<file path="config.mk">
export PLATFORM = sky130hd
export DESIGN_NAME = frodo_mac_lane4
export DESIGN_NICKNAME = d
export VERILOG_FILES = /design/src/rtl/frodo_mac_lane4.sv
export SDC_FILE = /design/constraint.sdc
export NUM_CORES = 1
export LEC_CHECK = 0
export CORE_MARGIN = 1
export CORE_UTILIZATION = 40
export DETAILED_ROUTE_END_ITERATION = 8
export PLACE_DENSITY = 0.67
export SYNTH_ARGS = -nofsm -noshare
export SYNTH_HDL_FRONTEND = slang
export SYNTH_SLANG_ARGS = --single-unit
</file>
<file path="constraint.sdc">
create_clock -name clk -period 4.7 [get_ports clk]
set_clock_uncertainty 0.15 [all_clocks]
set_input_delay 1.175 -clock clk [delete_from_list [all_inputs] [get_ports clk]]
set_output_delay 1.175 -clock clk [all_outputs]
set_load 0.05 [all_outputs]
</file>
<file path="src/rtl/frodo_mac_lane4.sv">
// Four-lane multiply-accumulate stage: per-lane dot products mod 2^16, results
// masked to LOGQ bits and handed downstream through a one-entry valid/ready buffer.
module frodo_mac_lane4 #(
    parameter int LOGQ  = 16,
    parameter int CNT_W = 12
) (
    input  logic             clk,
    input  logic             rstn,
    input  logic             start_pos,
    input  logic             done,
    input  logic             in_valid,
    output logic             in_ready,
    input  logic             in_first,
    input  logic             in_last,
    input  logic [7:0]       short_data_0,
    input  logic [7:0]       short_data_1,
    input  logic [7:0]       short_data_2,
    input  logic [7:0]       short_data_3,
    input  logic [15:0]      long_data_0,
    input  logic [15:0]      long_data_1,
    input  logic [15:0]      long_data_2,
    input  logic [15:0]      long_data_3,
    input  logic [63:0]      init_data,
    output logic             out_valid,
    input  logic             out_ready,
    output logic [63:0]      out_data,
    output logic [CNT_W-1:0] beat_cnt
);

    localparam logic [15:0] LANE_MASK = 16'((32'd1 << LOGQ) - 32'd1);

    logic [3:0][15:0]  r_acc;
    logic [63:0]       r_out_data;
    logic              r_out_valid;
    logic [CNT_W-1:0]  r_beat_cnt;

    logic [3:0][7:0]   w_short;
    logic [3:0][15:0]  w_long;
    logic [3:0][15:0]  w_init;
    logic [3:0][15:0]  w_sum;
    logic [63:0]       w_result;
    logic              w_in_ready;
    logic              w_accept;
    logic              w_clear;
    logic [CNT_W-1:0]  w_cnt_next;

    assign w_short = {short_data_3, short_data_2, short_data_1, short_data_0};
    assign w_long  = {long_data_3, long_data_2, long_data_1, long_data_0};
    assign w_init  = init_data;

    for (genvar g = 0; g < 4; g++) begin : g_lane
        logic [15:0] w_sext;
        logic [15:0] w_prod;
        logic [15:0] w_base;

        assign w_sext   = {{8{w_short[g][7]}}, w_short[g]};
        // Only the low 16 product bits matter since everything wraps mod 2^16.
        assign w_prod   = w_sext * w_long[g];
        assign w_base   = in_first ? w_init[g] : r_acc[g];
        assign w_sum[g] = w_base + w_prod;
    end

    assign w_result   = w_sum & {4{LANE_MASK}};
    assign w_in_ready = !r_out_valid || out_ready;
    assign w_accept   = in_valid && w_in_ready;
    assign w_clear    = start_pos || done;
    assign w_cnt_next = in_first    ? CNT_W'(1)  :
                        &r_beat_cnt ? r_beat_cnt : r_beat_cnt + 1'b1;

    always_ff @(posedge clk or negedge rstn) begin
        if (!rstn) begin
            r_acc       <= '0;
            r_out_data  <= '0;
            r_out_valid <= 1'b0;
            r_beat_cnt  <= '0;
        end else if (w_clear) begin
            // Clear wins over any beat presented in the same cycle.
            r_acc       <= '0;
            r_out_data  <= '0;
            r_out_valid <= 1'b0;
            r_beat_cnt  <= '0;
        end else begin
            if (r_out_valid && out_ready) begin
                r_out_valid <= 1'b0;
            end
            if (w_accept) begin
                if (in_last) begin
                    r_out_data  <= w_result;
                    r_out_valid <= 1'b1;
                    r_acc       <= '0;
                    r_beat_cnt  <= '0;
                end else begin
                    r_acc       <= w_sum;
                    r_beat_cnt  <= w_cnt_next;
                end
            end
        end
    end

    assign in_ready  = w_in_ready;
    assign out_valid = r_out_valid;
    assign out_data  = r_out_data;
    assign beat_cnt  = r_beat_cnt;

endmodule

</file>
==> load_flow_metrics.sql <==
INSERT INTO impl_metrics (metric_group, metric, value, unit) VALUES
('cells_and_area', 'final_core_utilization', '0.570', ''),
('global_route', 'grt_pass1_vias', '16700', ''),
('floorplan', 'floorplan.die.height', '218', 'um'),
('timing', 'max_slew_margin', '0.223', ''),
('drt', 'firstDrtPassIters', '5', ''),
('placed_design', 'place_worst_setup_slack', '-1.51', 'ns'),
('global_route', 'overflow_left_after_global_routing', '0', ''),
('global_route', 'grt_use_total', '0.246', ''),
('synthesis', 'post_synth_instance_area', '18600', 'um^2'),
('run', 'max_cap_viol_count', '0', ''),
('run_status', 'failed_checks', 'negative setup slack', ''),
('cells_and_area', 'area.growth.synth_to_final', '39.9', '%'),
('worst_hold_path', 'holdCritPathClass', 'reg2reg', ''),
('setup_path', 'worst_setup_path_end_kind', 'register', ''),
('synthesis', 'synth-seq-cells', '141', ''),
('drt', 'drt-total-wl', '56.0', 'mm'),
('timing', 'setup_violations', '80', ''),
('placed_design', 'dpl.cell_count', '2925', ''),
('clock_network', 'clk_root_buffer_cell', 'sky130_fd_sc_hd__clkbuf_16', ''),
('setup_path', 'crit_path_top_delay_cell', 'sky130_fd_sc_hd__fa_2', ''),
('setup_path', 'timing.critical_path.required', '4.88', 'ns'),
('clock_network', 'insertion_delay', '0.43', 'ns'),
('run_status', 'run_status', 'complete, but fails checks', ''),
('synthesis', 'synth_enable_flop_cells', '0', ''),
('synthesis', 'synth.lib_cells_used.distinct', '47', ''),
('timing', 'fin_worst_setup_slack', '-0.620', 'ns'),
('timing', 'finalHoldWorstSlack', '0.317', 'ns'),
('synthesis', 'synth_seq_area_share', '0.189', ''),
('cells_and_area', 'final_cell_count_no_fill', '2999', ''),
('setup_path', 'largest_stage_delay_on_the_critical_path', '0.54', 'ns'),
('floorplan', 'floorplan.rows', '78', ''),
('worst_hold_path', 'worst_hold_startpoint', 'out_data[2]', ''),
('global_route', 'grt_antenna_before_repair', '2', ''),
('timing', 'slew_viol_final', '0', ''),
('global_route', 'grt_max_degree', '88', ''),
('clock_network', 'clk_pin_slew_worst_paths', '0.07', 'ns'),
('global_route', 'grt_pass1_wl', '90.1', 'mm'),
('setup_path', 'crit_path_cell_trace', 'buf_16 > buf_16 > mux2i_4 > fa_2 > inv_2 > fa_1 > inv_2 > fa_2 > inv_2 > fa_2 > fa_2 > ha_4 > o21ai_4 > o21ai_2 > nand4_1 > a21oi_2 > xnor3_1 > a22o_1', ''),
('placed_design', 'gp_congestion', '0.887', ''),
('setup_path', 'timing.critical_path.buf_inv', '5', ''),
('timing', 'worst_pin_slew', '1.16', 'ns'),
('floorplan', 'core_area', '45700', 'um^2'),
('drt', 'routed_length_per_placed_instance', '18.7', 'um'),
('timing', 'fin_setup_tns', '-30.84', 'ns'),
('drt', 'drt_first_iter_violations', '838', ''),
('synthesis', 'postSynthAreaPerCell', '9.66', 'um^2'),
('placed_design', 'io_buffers', '245', ''),
('floorplan', 'floorplan.initialDensity', '0.408', ''),
('synthesis', 'synth_top_area_share', '0.322', ''),
('setup_path', 'critical-path-top-cell-by-count', 'sky130_fd_sc_hd__fa_2', ''),
('drt', 'num_vias', '15200', ''),
('synthesis', 'synth.largest_area_cell', 'sky130_fd_sc_hd__fa_1', ''),
('synthesis', 'synth.net_count', '2538', ''),
('clock_network', 'number_of_buffers_inserted_during_clock_tree_synthesis', '17', ''),
('cells_and_area', 'design_area', '26100', 'um^2'),
('cells_and_area', 'layout-drive-gt1-share', '0.250', ''),
('global_route', 'globalRouteMet3Util', '0.0449', ''),
('floorplan', 'i_o_pin_count', '246', ''),
('floorplan', 'total_die_area', '47400', 'um^2'),
('timing', 'min_period', '5.32', 'ns'),
('power_and_ir_drop', 'power_leakage', '12.3', 'nW'),
('drt', 'post_detailed_route_count_of_antenna_violating_nets', '0', ''),
('setup_path', 'worst_setup_startpoint', 'in_first', ''),
('synthesis', 'yosys_warnings', '0', ''),
('setup_path', 'critical_path.max_fanout', '8', ''),
('synthesis', 'dominant_cells_by_area_after_synthesis', 'sky130_fd_sc_hd__fa_1, sky130_fd_sc_hd__dfrtp_1, sky130_fd_sc_hd__ha_1, sky130_fd_sc_hd__nand2_1, sky130_fd_sc_hd__and2_1', ''),
('cells_and_area', 'antennaDiodeCount', '0', ''),
('synthesis', 'synth-main-ff-cell', 'sky130_fd_sc_hd__dfrtp_1', ''),
('setup_path', 'cp_data_arrival_time', '5.50', 'ns'),
('setup_path', 'criticalPathCategory', 'in2reg', ''),
('timing', 'hold_viol_final', '0', '');
path summary, 6_finish.rpt:
path,to,depth (start not counted),slack [ns]
worst min-delay path,out_data[2],2,0.32
worst max register to register,r_acc[47],16,0.13
worst min register to register,out_data[2],2,0.32
max in group asynchronous,r_acc[31],2,2.97
worst max-delay path,r_acc[47],18,-0.62
min in group asynchronous,r_acc[1],1,0.62
cells by family after synthesis:
family          share of synthesized area
xor+xnor                           0.0509
compound gates                     0.0701
simple gates                        0.175
mux                                0.0349
flops                               0.189
buf+inv                            0.0621
fa+ha+maj                           0.417
cell type report:
| cell class | instances | area [um^2] |
|---|---|---|
| Timing Repair Buffer | 503 | 4630 |
| Tap cell | 600 | 751 |
| Multi-Input combinational cell | 1486 | 15700 |
| Fill cell | 3930 | 19600 |
| Clock buffer | 18 | 429 |
| Clock inverter | 14 | 174 |
| Sequential cell | 141 | 3530 |
| Inverter | 237 | 891 |
report_power, final:
part           total [mW]  internal, mW  switching [mW]
Sequential           1.77          1.52           0.249
Clock                1.43         0.807           0.628
Combinational        16.1          8.31            7.80
state kept, by name, indices dropped and copies added (netlist names):
signal / flops
out_data: 64
out_valid: 1
beat_cnt: 12
r_acc: 64
metal layers:
| metal | share of wire | wire [um] | vias up |
|---|---|---|---|
| li1 | - | - | 7023 |
| met2 | 0.51 | 28400 | 401 |
| met1 | 0.42 | 23500 | 7735 |
| met5 | 0.00046 | 26 | - |
| met3 | 0.059 | 3320 | 62 |
| met4 | 0.014 | 776 | 4 |
worst min-delay path, cell delays in order, from the launching register on:
cell                      delay [ns]
sky130_fd_sc_hd__dfrtp_1        0.34
sky130_fd_sc_hd__nand2_1        0.05
sky130_fd_sc_hd__nand2_1        0.05
synth_stat cells, types with 3 or more instances:
cell type and number:
sky130_fd_sc_hd__buf_2 15, sky130_fd_sc_hd__a21o_1 13, sky130_fd_sc_hd__a22o_1 26, sky130_fd_sc_hd__ha_1 141
sky130_fd_sc_hd__o2111ai_1 4, sky130_fd_sc_hd__xor2_1 17, sky130_fd_sc_hd__and3b_1 4, sky130_fd_sc_hd__nor2_1 56
sky130_fd_sc_hd__clkbuf_1 43, sky130_fd_sc_hd__nor3_1 9, sky130_fd_sc_hd__o21ai_1 18, sky130_fd_sc_hd__mux2i_1 56
sky130_fd_sc_hd__o31ai_1 28, sky130_fd_sc_hd__fa_1 300, sky130_fd_sc_hd__o211ai_1 4, sky130_fd_sc_hd__xnor3_1 4
sky130_fd_sc_hd__nand3_1 43, sky130_fd_sc_hd__o21a_1 15, sky130_fd_sc_hd__and2_1 201, sky130_fd_sc_hd__xnor2_1 79
sky130_fd_sc_hd__buf_1 6, sky130_fd_sc_hd__o21bai_1 4, sky130_fd_sc_hd__a32o_1 3, sky130_fd_sc_hd__a211oi_1 8
sky130_fd_sc_hd__a21boi_0 4, sky130_fd_sc_hd__dfrtp_1 141, sky130_fd_sc_hd__nor2b_1 6, sky130_fd_sc_hd__mux2_2 8
sky130_fd_sc_hd__nand2_1 345, sky130_fd_sc_hd__nand4_1 7, sky130_fd_sc_hd__a2111oi_0 4, sky130_fd_sc_hd__o21ai_0 23
sky130_fd_sc_hd__nand2b_1 12, sky130_fd_sc_hd__inv_1 236, sky130_fd_sc_hd__a21oi_1 31
timing repair:
item / 4_1_cts / 5_1_grt
pin swaps: 174 / 117
gates cloned: 7 / 0
hold endpoints to repair: 0 / 0
hold buffers: 0 / 0
setup endpoints to repair: 88 / 82
resized for setup: 320 / 118
buffers inserted: 32 / 15
Note: power is estimated with default switching activity, not from simulation.
==> variant (same flow settings) <==
Set the parameter `CNT_W` to 8 (it was 12).
--- a/src/rtl/frodo_mac_lane4.sv
+++ b/src/rtl/frodo_mac_lane4.sv
@@ -2,7 +2,7 @@
 // masked to LOGQ bits and handed downstream through a one-entry valid/ready buffer.
 module frodo_mac_lane4 #(
     parameter int LOGQ  = 16,
-    parameter int CNT_W = 12
+    parameter int CNT_W = 8
 ) (
     input  logic             clk,
     input  logic             rstn,
Interface: changed (resized beat_cnt); port bits go from 246 to 242. The function was not compared with the original's and may differ.
==> variant against the original RTL <==
  * The run still ends with setup timing left
  * Critical path type unchanged
  * Worst setup slack got worse by 0.13 ns
  * Sequential cell count is 4 lower
  * Wire length hardly changed
  * Largest power group unchanged
  * Highest routed layer unchanged
  * Total power is 3.6% higher
  * Synthesized area is 1.2% lower
  * Final area rose by 0.16%
  * Count of clock-buffer cells in the layout shrank 1
  * Die area down 1.2%
  * Combinational power is 4% higher
==> variant: results <==
{
  "final_nets": 2991,
  "antenna_found_initial": 1,
  "yosysUniqueCellTypes": 43,
  "grt_max_degree": 77,
  "grt_pass1_wl_um": 89700,
  "setup_viol": 80,
  "arrival_ns": 5.63,
  "dr.pass1.iters": 6,
  "dp_hpwl_um": 43500,
  "synth_compound_area_frac": 0.0744,
  "yosys.area_share.adder": 0.422,
  "gp_congestion": 0.893,
  "relSlewSlack": 0.383,
  "diodes": 0,
  "drt_wl_total_um": 56000,
  "regToRegStartpoint": "r_acc[54]",
  "yosysSeqAreaShare": 0.186,
  "num_vias": 15100,
  "yosys-top-cells-area": "fa_1, dfrtp_1, ha_1",
  "drive_gt1_frac": 0.264,
  "outcome": "finished with violations",
  "worst_slack_ns": -0.749,
  "synth_nets": 2516,
  "power_leakage_nw": 12.2,
  "violations": "setup timing",
  "track_usage": 0.245,
  "yosys-top-cells-count": "nand2_1, fa_1, inv_1, and2_1, ha_1",
  "place_area_mm2": 0.0236,
  "n_fill_cell": 3863,
  "crit_path_max_fanout": 5
}
==> variant: changes by cell type after synthesis, sizes merged, moves of 2 or more <==
cell    unedited run  this run
nand3             43        24
o21ai             41        60
clkbuf            43        50
buf               22        16
dfrtp            141       137
nor3               9         5
and2             201       198
inv              236       233
o31ai             29        26
xnor2             80        77
nand2            345       343
nand4              7         5
==> variant: layer usage <==
layer	share of wire	vias up	track usage
met4	0.028	2	0.0742
met3	0.048	84	0.0382
met5	0.00014	-	0
met1	0.42	7688	0.314
met2	0.51	378	0.425
li1	-	6982	-
==> variant: layout make-up <==
| type | instances | area (um^2) | area share |
|---|---|---|---|
| clock inverters | 15 | 191 | 0.00734 |
| well taps | 600 | 751 | 0.0288 |
| clock buffers | 17 | 425 | 0.0163 |
| repair buffers | 522 | 4790 | 0.183 |
| flip-flops and latches | 137 | 3430 | 0.131 |
| multi-input cells | 1470 | 15600 | 0.599 |
| inverters | 234 | 878 | 0.0337 |
==> variant: cells by family after synthesis <==
group,Yosys count
XOR/XNOR,99
multiplexers,64
buffers and inverters,300
AND/OR/NAND/NOR,661
AO/OA/AOI/OAI,205
flip-flops,137
adder cells (fa/ha/maj),441
==> variant: worst max-delay path: stages <==
cell,delay (ns)
buf_16,0.13
buf_16,0.15
buf_6,0.12
mux2i_2,0.15
fa_1,0.50
inv_1,0.05
fa_1,0.49
inv_2,0.05
fa_2,0.57
inv_2,0.04
fa_2,0.35
fa_2,0.42
ha_4,0.23
buf_6,0.12
a21o_1,0.16
a21oi_2,0.17
a21oi_2,0.10
o211ai_1,0.28
a21boi_1,0.15
o31ai_1,0.24
==> variant: path summary, 6_finish.rpt <==
kind	endpoint	slack, ns	cells past startpoint
worst max-delay path	r_acc[46]	-0.75	20
worst min-delay path	out_data[7]	0.32	2
worst max register to register	r_acc[63]	0.03	16
worst min register to register	out_data[7]	0.32	2
max in group asynchronous	r_acc[27]	2.93	2
min in group asynchronous	beat_cnt[6]	0.62	1
==> variant: power by group <==
part	internal [mW]	leakage, nW	switching, mW
Sequential	1.49	1.87	0.268
Combinational	8.77	10.0	8.03
Clock	0.848	0.297	0.595
==> variant: per-stage QoR <==
step           cells  total power [mW]  worst slack (ns)
5_1_grt         2995              21.7            -0.858
4_1_cts         2973              18.0            -0.678
2_1_floorplan   1907              10.9            -0.762
6_report        2995              20.0            -0.749
3_3_place_gp    2905              14.8             -1.33
3_5_place_dp    2905              15.1             -1.46
==> variant: timing repair <==
item                       CTS  global route
resized for setup          273           206
pin swaps                  129           147
setup buffers               35            26
hold endpoints to repair     0             0
cloned                       2             1
setup endpoints to repair   88            84
